[src/rtl/mat_mul_ab_if.sv]
// mat_mul_ab_if: handshake, source-BRAM read ports and C readback bus of
// the matrix-product stage. The slave side is the product engine; the
// master side is its surroundings (A/B BRAMs, ready flags, C consumer).
interface mat_mul_ab_if;
  logic        a_ready;
  logic        b_ready;
  logic [7:0]  addrbA;
  logic [31:0] doutbA;
  logic [7:0]  addrbB;
  logic [31:0] doutbB;
  logic [7:0]  addrC;
  logic [31:0] doutC;
  logic        busy;
  logic        mul_done;
  logic [31:0] csum;

  modport master (
    output a_ready, b_ready, doutbA, doutbB, addrC,
    input  addrbA, addrbB, doutC, busy, mul_done, csum
  );

  modport slave (
    input  a_ready, b_ready, doutbA, doutbB, addrC,
    output addrbA, addrbB, doutC, busy, mul_done, csum
  );
endinterface

[src/rtl/mat_mul_ab.sv]
// mat_mul_ab: computes C = A*B (mod 2^32) from two registered-read BRAMs
// once both report their writes complete, stores C internally and offers
// a registered readback port. A is row-major, B is column-major, so one
// dot product walks both address streams with the same k step.
// Optional feature: define MATMUL_CHECKSUM_EN to keep an XOR checksum of
// every C entry written during a run on csum; otherwise csum is tied to 0.
module mat_mul_ab #(
  parameter int N      = 2,
  parameter int P      = 4,
  parameter int M      = 3,
  parameter int A_BASE = 0,
  parameter int B_BASE = 1
) (
  input  logic          clk,
  input  logic          reset,
  mat_mul_ab_if.slave   bus
);

  localparam int         NM     = N * M;
  localparam int         CW     = (NM > 1) ? $clog2(NM) : 1;
  localparam logic [7:0] LAST_I = 8'(N - 1);
  localparam logic [7:0] LAST_J = 8'(M - 1);
  localparam logic [7:0] LAST_K = 8'(P - 1);

  typedef enum logic [1:0] {IDLE, FETCH, LAST, DONE} state_t;

  state_t      state_q;
  logic [7:0]  iCnt_q;
  logic [7:0]  jCnt_q;
  logic [7:0]  kCnt_q;
  logic [31:0] acc_q;
  logic        busy_q;
  logic        done_q;
  logic [7:0]  addrA_q;
  logic [7:0]  addrB_q;
  logic [31:0] cMem_q [NM];
  logic [31:0] doutC_q;

  logic [7:0]    addrACalc;
  logic [7:0]    addrBCalc;
  logic [31:0]   prod;
  logic [31:0]   accNext_d;
  logic [CW-1:0] wrIdx;
  logic [CW-1:0] rdIdx;
  logic          rdInRange;
  logic          bothReady;

  assign bothReady = bus.a_ready & bus.b_ready;
  assign addrACalc = 8'(A_BASE + int'(iCnt_q) * P + int'(kCnt_q));
  assign addrBCalc = 8'(B_BASE + int'(jCnt_q) * P + int'(kCnt_q));
  assign prod      = bus.doutbA * bus.doutbB;
  assign accNext_d = acc_q + prod;
  assign wrIdx     = CW'(int'(iCnt_q) * M + int'(jCnt_q));
  assign rdIdx     = CW'(bus.addrC);
  assign rdInRange = ({24'd0, bus.addrC} < 32'(NM));

  // Addresses follow the counters while fetching and freeze on the last
  // fetched address otherwise, so the BRAMs see a quiet bus between runs.
  assign bus.addrbA   = (state_q == FETCH) ? addrACalc : addrA_q;
  assign bus.addrbB   = (state_q == FETCH) ? addrBCalc : addrB_q;
  assign bus.busy     = busy_q;
  assign bus.mul_done = done_q;
  assign bus.doutC    = doutC_q;

  // Sequencer: walks (i, j, k), accumulates one dot product per C entry and
  // writes it in LAST, where the final operand pair arrives from the BRAMs.
  always_ff @(posedge clk or negedge reset) begin
    if (!reset) begin
      state_q <= IDLE;
      iCnt_q  <= '0;
      jCnt_q  <= '0;
      kCnt_q  <= '0;
      acc_q   <= '0;
      busy_q  <= 1'b0;
      done_q  <= 1'b0;
      addrA_q <= 8'(A_BASE);
      addrB_q <= 8'(B_BASE);
      for (int n = 0; n < NM; n++) cMem_q[n] <= '0;
    end else begin
      case (state_q)
        IDLE: begin
          if (bothReady) begin
            iCnt_q  <= '0;
            jCnt_q  <= '0;
            kCnt_q  <= '0;
            busy_q  <= 1'b1;
            state_q <= FETCH;
          end
        end
        FETCH: begin
          addrA_q <= addrACalc;
          addrB_q <= addrBCalc;
          if (kCnt_q == '0) acc_q <= '0;
          else              acc_q <= accNext_d;
          if (kCnt_q == LAST_K) state_q <= LAST;
          else                  kCnt_q  <= kCnt_q + 8'd1;
        end
        LAST: begin
          cMem_q[wrIdx] <= accNext_d;
          kCnt_q        <= '0;
          state_q       <= FETCH;
          if (jCnt_q == LAST_J) begin
            jCnt_q <= '0;
            if (iCnt_q == LAST_I) begin
              iCnt_q  <= '0;
              busy_q  <= 1'b0;
              done_q  <= 1'b1;
              state_q <= DONE;
            end else begin
              iCnt_q <= iCnt_q + 8'd1;
            end
          end else begin
            jCnt_q <= jCnt_q + 8'd1;
          end
        end
        DONE: begin
          if (!bothReady) begin
            done_q  <= 1'b0;
            state_q <= IDLE;
          end
        end
        default: state_q <= IDLE;
      endcase
    end
  end

  // Registered readback of C; addresses past the last entry read as zero.
  always_ff @(posedge clk or negedge reset) begin
    if (!reset) doutC_q <= '0;
    else        doutC_q <= rdInRange ? cMem_q[rdIdx] : '0;
  end

`ifdef MATMUL_CHECKSUM_EN
  logic [31:0] csum_q;

  // Running XOR of every C entry written in the current run.
  always_ff @(posedge clk or negedge reset) begin
    if (!reset)                          csum_q <= '0;
    else if (state_q == IDLE && bothReady) csum_q <= '0;
    else if (state_q == LAST)            csum_q <= csum_q ^ accNext_d;
  end

  assign bus.csum = csum_q;
`else
  assign bus.csum = '0;
`endif

endmodule

[src/flat_wrapper.sv]
// flat-port wrapper written by rule: the top's interface ports become plain ports
module mat_mul_ab_flat 
#(
  parameter int N      = 2,
  parameter int P      = 4,
  parameter int M      = 3,
  parameter int A_BASE = 0,
  parameter int B_BASE = 1
)
  (clk, reset, bus_a_ready, bus_b_ready, bus_doutbA, bus_doutbB, bus_addrC, bus_addrbA, bus_addrbB, bus_doutC, bus_busy, bus_mul_done, bus_csum);
  mat_mul_ab_if bus_i ();
  input  logic clk;
  input  logic reset;
  input wire logic [$bits(bus_i.a_ready)-1:0] bus_a_ready;
  input wire logic [$bits(bus_i.b_ready)-1:0] bus_b_ready;
  input wire logic [$bits(bus_i.doutbA)-1:0] bus_doutbA;
  input wire logic [$bits(bus_i.doutbB)-1:0] bus_doutbB;
  input wire logic [$bits(bus_i.addrC)-1:0] bus_addrC;
  output wire logic [$bits(bus_i.addrbA)-1:0] bus_addrbA;
  output wire logic [$bits(bus_i.addrbB)-1:0] bus_addrbB;
  output wire logic [$bits(bus_i.doutC)-1:0] bus_doutC;
  output wire logic [$bits(bus_i.busy)-1:0] bus_busy;
  output wire logic [$bits(bus_i.mul_done)-1:0] bus_mul_done;
  output wire logic [$bits(bus_i.csum)-1:0] bus_csum;
  assign bus_i.a_ready = bus_a_ready;
  assign bus_i.b_ready = bus_b_ready;
  assign bus_i.doutbA = bus_doutbA;
  assign bus_i.doutbB = bus_doutbB;
  assign bus_i.addrC = bus_addrC;
  assign bus_addrbA = bus_i.addrbA;
  assign bus_addrbB = bus_i.addrbB;
  assign bus_doutC = bus_i.doutC;
  assign bus_busy = bus_i.busy;
  assign bus_mul_done = bus_i.mul_done;
  assign bus_csum = bus_i.csum;
  mat_mul_ab #(.N(N), .P(P), .M(M), .A_BASE(A_BASE), .B_BASE(B_BASE)) u_core (.clk(clk), .reset(reset), .bus(bus_i));
endmodule
[config.mk]
export PLATFORM = sky130hd
export DESIGN_NAME = mat_mul_ab_flat
export DESIGN_NICKNAME = d
export VERILOG_FILES = /design/src/rtl/mat_mul_ab_if.sv /design/src/rtl/mat_mul_ab.sv /design/src/flat_wrapper.sv
export SDC_FILE = /design/constraint.sdc
export NUM_CORES = 2
export LEC_CHECK = 0
export ABC_AREA = 1
export CAP_MARGIN = 10
export CORE_UTILIZATION = 30
export DETAILED_ROUTE_END_ITERATION = 8
export PLACE_DENSITY = 0.47
export SYNTH_ARGS = -nofsm -noshare
export SYNTH_HDL_FRONTEND = slang
export SYNTH_SLANG_ARGS = --single-unit
[constraint.sdc]
create_clock -name clk -period 10.1 [get_ports clk]
set_clock_uncertainty 0.1 [all_clocks]
set_input_delay 2.525 -clock clk [delete_from_list [all_inputs] [get_ports clk]]
set_output_delay 2.525 -clock clk [all_outputs]
set_load 0.03 [all_outputs]
==> Word-level counts from Yosys, hierarchy flattened <==
Index checks and enable logic that the tools add are counted.
{ "totals": {"input_bits": 76, "ff_bits": 300, "word_cells": 89} }
{ "op_classes": {"n_mux": 32, "n_reduce_logical": 12, "n_eq_ne": 12, "bitwise_logic": 3, "n_addsub": 8, "mul": 2, "order_cmp": 4} }
{ "op_table": {"columns": ["operator", "count"], "rows": [
  ["$bwmux W192", 1],
  ["$mux W32", 5],
  ["$bmux W32 S3", 1],
  ["$demux W32 S3", 1],
  ["$mux W8", 7],
  ["$add A32 B32 Y32", 1],
  ["$mul A32 B32 Y32", 1],
  ["$pmux W8 S2", 2],
  ["$add A8 B1 Y8 const B", 3],
  ["$pmux W8 S3", 1],
  ["$add A8 B8 Y8", 2],
  ["$eq A8 B2 Y1 const B", 2],
  ["$mux W2", 5],
  ["$reduce_and A3 Y1", 3],
  ["$add A1 B8 Y8 const A", 1],
  ["$eq A8 B1 Y1 const B", 1],
  ["$ge A4 B4 Y1 const B", 2],
  ["$logic_not A8 Y1", 1],
  ["$lt A8 B3 Y1 const B", 1],
  ["$mul A8 B2 Y3 const B", 1],
  ["$not A3 Y4", 2],
  ["$pmux W2 S4", 1],
  ["$reduce_and A4 Y1", 2],
  ["$mux W1", 6],
  ["13 further kinds", 20]
]} }

==> Logic depth before layout (Yosys ltp) <==
{ "depth": {"depth_word": 8, "depth_mapped": 33, "mapped_depth_nobuf": 30} }

==> Worst setup path after synthesis <==
OpenSTA, ideal clock, no wires.
{ "synth_timing": {"path_type": "input to register", "startpoint": "in bus_doutbA[12]", "endpoint": "reg u_core.acc_q[26]", "setup_time_ns": 0.126, "t_arrival_ns": 8.836, "setup_slack_ns": 1.039, "cell_stages": 29, "n_path_buf": 3, "cell_sequence": "clkbuf_1 > clkbuf_1 > nand2_1 > inv_1 > fa_1 > fa_1 > fa_1 > inv_1 > fa_1 > inv_1 > fa_1 > inv_1 > fa_1 > inv_1 > fa_1 > inv_1 > fa_1 > inv_1 > ha_1 > nand2_2 > o21ai_0 > a21oi_1 > nand3_2 > nand3_1 > inv_2 > or3_1 > buf_6 > nand3_2 > o21ai_2"} }
{ "synth_via": {"elab_chain_len": 3} }
{ "synth_rtl": {"columns": ["item", "line_no", "rtl"], "rows": [
  ["start: declaration", "flat_wrapper.sv:16", "input wire logic [$bits(bus_i.doutbA)-1:0] bus_doutbA;"],
  ["$mul A32 B32 Y32", "mat_mul_ab.sv:51", "assign prod = bus.doutbA * bus.doutbB;"],
  ["$add A32 B32 Y32", "mat_mul_ab.sv:52", "assign accNext_d = acc_q + prod;"],
  ["$mux W32", "mat_mul_ab.sv:93", "if (kCnt_q == '0) acc_q <= '0;"],
  ["end signal: assignment", "mat_mul_ab.sv:94", "else acc_q <= accNext_d;"],
  ["end: declaration", "mat_mul_ab.sv:31", "logic [31:0] acc_q;"]
]} }
No other way between the ends.
A chain may end at the register's enable or synchronous reset.

==> Final worst setup path <==
Ends and elaborated chain as after synthesis.

==> summary.md <==
| Metric | Value |
|---|---|
| Site row count | 118 |
| Seq cells post-synth | 300 |
| CTS Buf Count | 35 |
| Yosys cell types | 59 |
| Vias in the first global route | 25491 |
| Postcts setup bufs | 0 |
| Yosys top cell by area | fa_1 |
| Largest net degree at the start of global routing | 137 |
| Wirelength per Cell | 17.2 um |
| Final HPWL DP | 71900 um |
| Clock Pin Slew Worst Setup and Hold Paths | 0.06 ns |
| Minimum hold slack | 0.368 ns |
| Final WS setup | 0.700 ns |
| IO Count | 158 |
| CTS Hold Bufs | 0 |
| Setup violators final | 0 |
| Status | completed |
| Mean Syn Cell Area | 7.91 sq um |
| Die Ht | 325 um |
| Met1 WL | 45600 um |
| Tcrit/Tclk final | 93.1% |
| Worst-Margin Slew | 1.14 ns |
| Aggregate global-route resource usage | 18.1% |
| Clock H-tree levels | 2 |
| Layout cells sized above 1 | 5.66% |
| Netlist Area Pre-Place | 31300 sq um |
| Syn-to-layout area delta | 14.0% |
| CTS tree | done |
| Core ar. | 103000 sq um |
| DRC | 0 |
| Placement Setup Slack | 0.189 ns |
| Grt ovf | 0 |
| Final hold viol count | 0 |
| Wire length on met3 | 3930 um |
| Vias | 24315 |
| Post-synthesis sequential area ratio | 24.0% |
| Post-DR vias/cell | 4.47 |
| Initial Util | 30.2% |
| Critical path class | in -> reg |
| RSZ-0062 raised after global routing | no |
| Fmax | 0.106 GHz |
| Max Slew Vio Count | 0 |
| CTS Buffer Depth | 3 |
| TNS Setup | 0 ns |
| Die W | 325 um |
| Critical path's top delay family | adder cells |
| Initial antenna violation count | 3 |
| Top-area cell type share of the netlist area | 28.2% |
| ANT nets after route | 0 |
| CP max FO | 16 |
| Most frequent CP cell | fa_1 |
| Nature of the critical path endpoint | flop |
| First-pass GRT wire length | 150000 um |
| Async SR Flop Fraction | 100% |
| Reg2Reg Setup Slack | 3.22 ns |
| # fillers | 10893 |
| Root Buffer | clkbuf_16 |
| WP buf/inv | 8 |
| DIE AREA | 106000 sq um |
| DR top layer | met5 |
| Top post-synthesis cells by area | fa_1, dfrtp_1, nand2_1 |
| Final Net Count | 4696 |
| Initial drt markers | 1737 |
| Arrival time worst endpoint | 9.75 ns |
| Ys Warns | 0 |
| Ys flop type | dfrtp_1 |
| Startpoint Class | input pin |
| Detailed Route WL | 93500 um |
| Critical Path Slowest Stage Cell | clkdlybuf4s50_1 |
| Syn Inst Count | 3954 |
| DR pass1 iterations | 5 |
| Post-CTS sizing | 0 |
| MaxCap Viol Count | 0 |
| Antenna diode count | 0 |
| Clock Latency Late Sink | 0.54 ns |
| Clk sinks | 300 |
| Slew margin rel. | 24.0% |
| # port buffers | 125 |
| HP Class | reg -> reg |
| CP peak stage delay | 0.73 ns |
| CP required | 10.45 ns |
| Gpl congestion | 0.835 |
| Wire length on met2 | 42800 um |
| Final min period | 9.40 ns |
| Number of synthesized flops with an enable pin | 0 |
## per-stage QoR
step	cells	utilization [%]	instance area, sq um
floorplan	3985	-	31400
global placement	5380	33.3	34500
detailed placement	5380	33.3	34500
CTS	5444	34.4	35600
global route	5444	34.4	35600
finish	5444	34.4	35600
## path summary, 6_finish.rpt
check                                   from                   to  depth (start not counted)
min in group asynchronous              reset  u_core.bus.mul_done                          1
max in group asynchronous              reset    u_core.cMem_q[79]                          2
max reg2reg                 u_core.acc_q[18]     u_core.acc_q[26]                         24
min                        u_core.addrB_q[1]    u_core.addrB_q[1]                          2
max                           bus_doutbA[12]     u_core.acc_q[26]                         26
min reg2reg                u_core.addrB_q[1]    u_core.addrB_q[1]                          2
## worst min-delay path: stages (launching register included)
cell and delay [ns]:
dfrtp_1 0.32, nand2_1 0.05, nand2_1 0.07
## cells in the mapped netlist (9+ instances only)
| cell | count |
|---|---|
| clkbuf_1 | 141 |
| fa_1 | 440 |
| o21ai_1 | 41 |
| xnor2_1 | 13 |
| nand2_1 | 1071 |
| dfrtp_1 | 299 |
| a21oi_1 | 70 |
| xor2_1 | 32 |
| o21ai_0 | 214 |
| nor2_1 | 108 |
| buf_1 | 11 |
| a311oi_1 | 22 |
| buf_2 | 35 |
| inv_1 | 969 |
| buf_4 | 34 |
| inv_2 | 13 |
| ha_1 | 143 |
| nand3_1 | 142 |
| nor3_1 | 11 |
| o22ai_1 | 40 |
| o211ai_1 | 9 |
## kinds of logic after synthesis
kind of cell,after synthesis,synth area share (%)
other cells,1,0.0120
compound gates,428,7.67
xor+xnor,48,1.45
flops,300,24.0
mux,1,0.0320
buf+inv,1209,15.1
simple gates,1384,17.9
fa+ha+maj,583,33.9
## sequential cells by signal (all words and copies together) (netlist names)
| signal | count |
|---|---|
| u_core.acc_q | 32 |
| u_core.bus.busy | 1 |
| u_core.addrB_q | 8 |
| u_core.jCnt_q | 8 |
| u_core.addrA_q | 8 |
| u_core.iCnt_q | 8 |
| u_core.bus.mul_done | 1 |
| u_core.kCnt_q | 8 |
| u_core.bus.doutC | 32 |
| u_core.cMem_q | 192 |
| u_core.state_q | 2 |
## cell usage in the layout (no fill, tap or decap), types with 37 or more instances in the layout
cell / Yosys / final
a21oi_1: 70 / 70
buf_4: 34 / 95
clkbuf_16: 0 / 37
clkdlybuf4s50_1: 0 / 122
dfrtp_1: 299 / 299
fa_1: 440 / 440
ha_1: 143 / 143
inv_1: 969 / 968
nand2_1: 1071 / 1071
nand3_1: 142 / 142
nor2_1: 108 / 107
o21ai_0: 214 / 214
o21ai_1: 41 / 41
o22ai_1: 40 / 40
## metal layers
layer  vias to the layer above  GRT usage [%]
li1                      11748              -
met1                     11987           26.8
met2                       516           29.4
met3                        60           1.38
met4                         4           2.69
met5                         -              0
## final cells by class
cell class                      count  area [sq um]  area share [%]
Tap cell                         1380          1730            4.84
Clock inverter                     15           151           0.425
Inverter                          984          3690            10.4
Clock buffer                       49          1020            2.86
Sequential cell                   300          7510            21.1
Multi-Input combinational cell   2476         19200            53.8
Timing Repair Buffer              240          2370            6.66
Power is left out: the tool's default activity adds up to more than one toggle a clock period on the data nets, which glitch-free logic cannot reach.
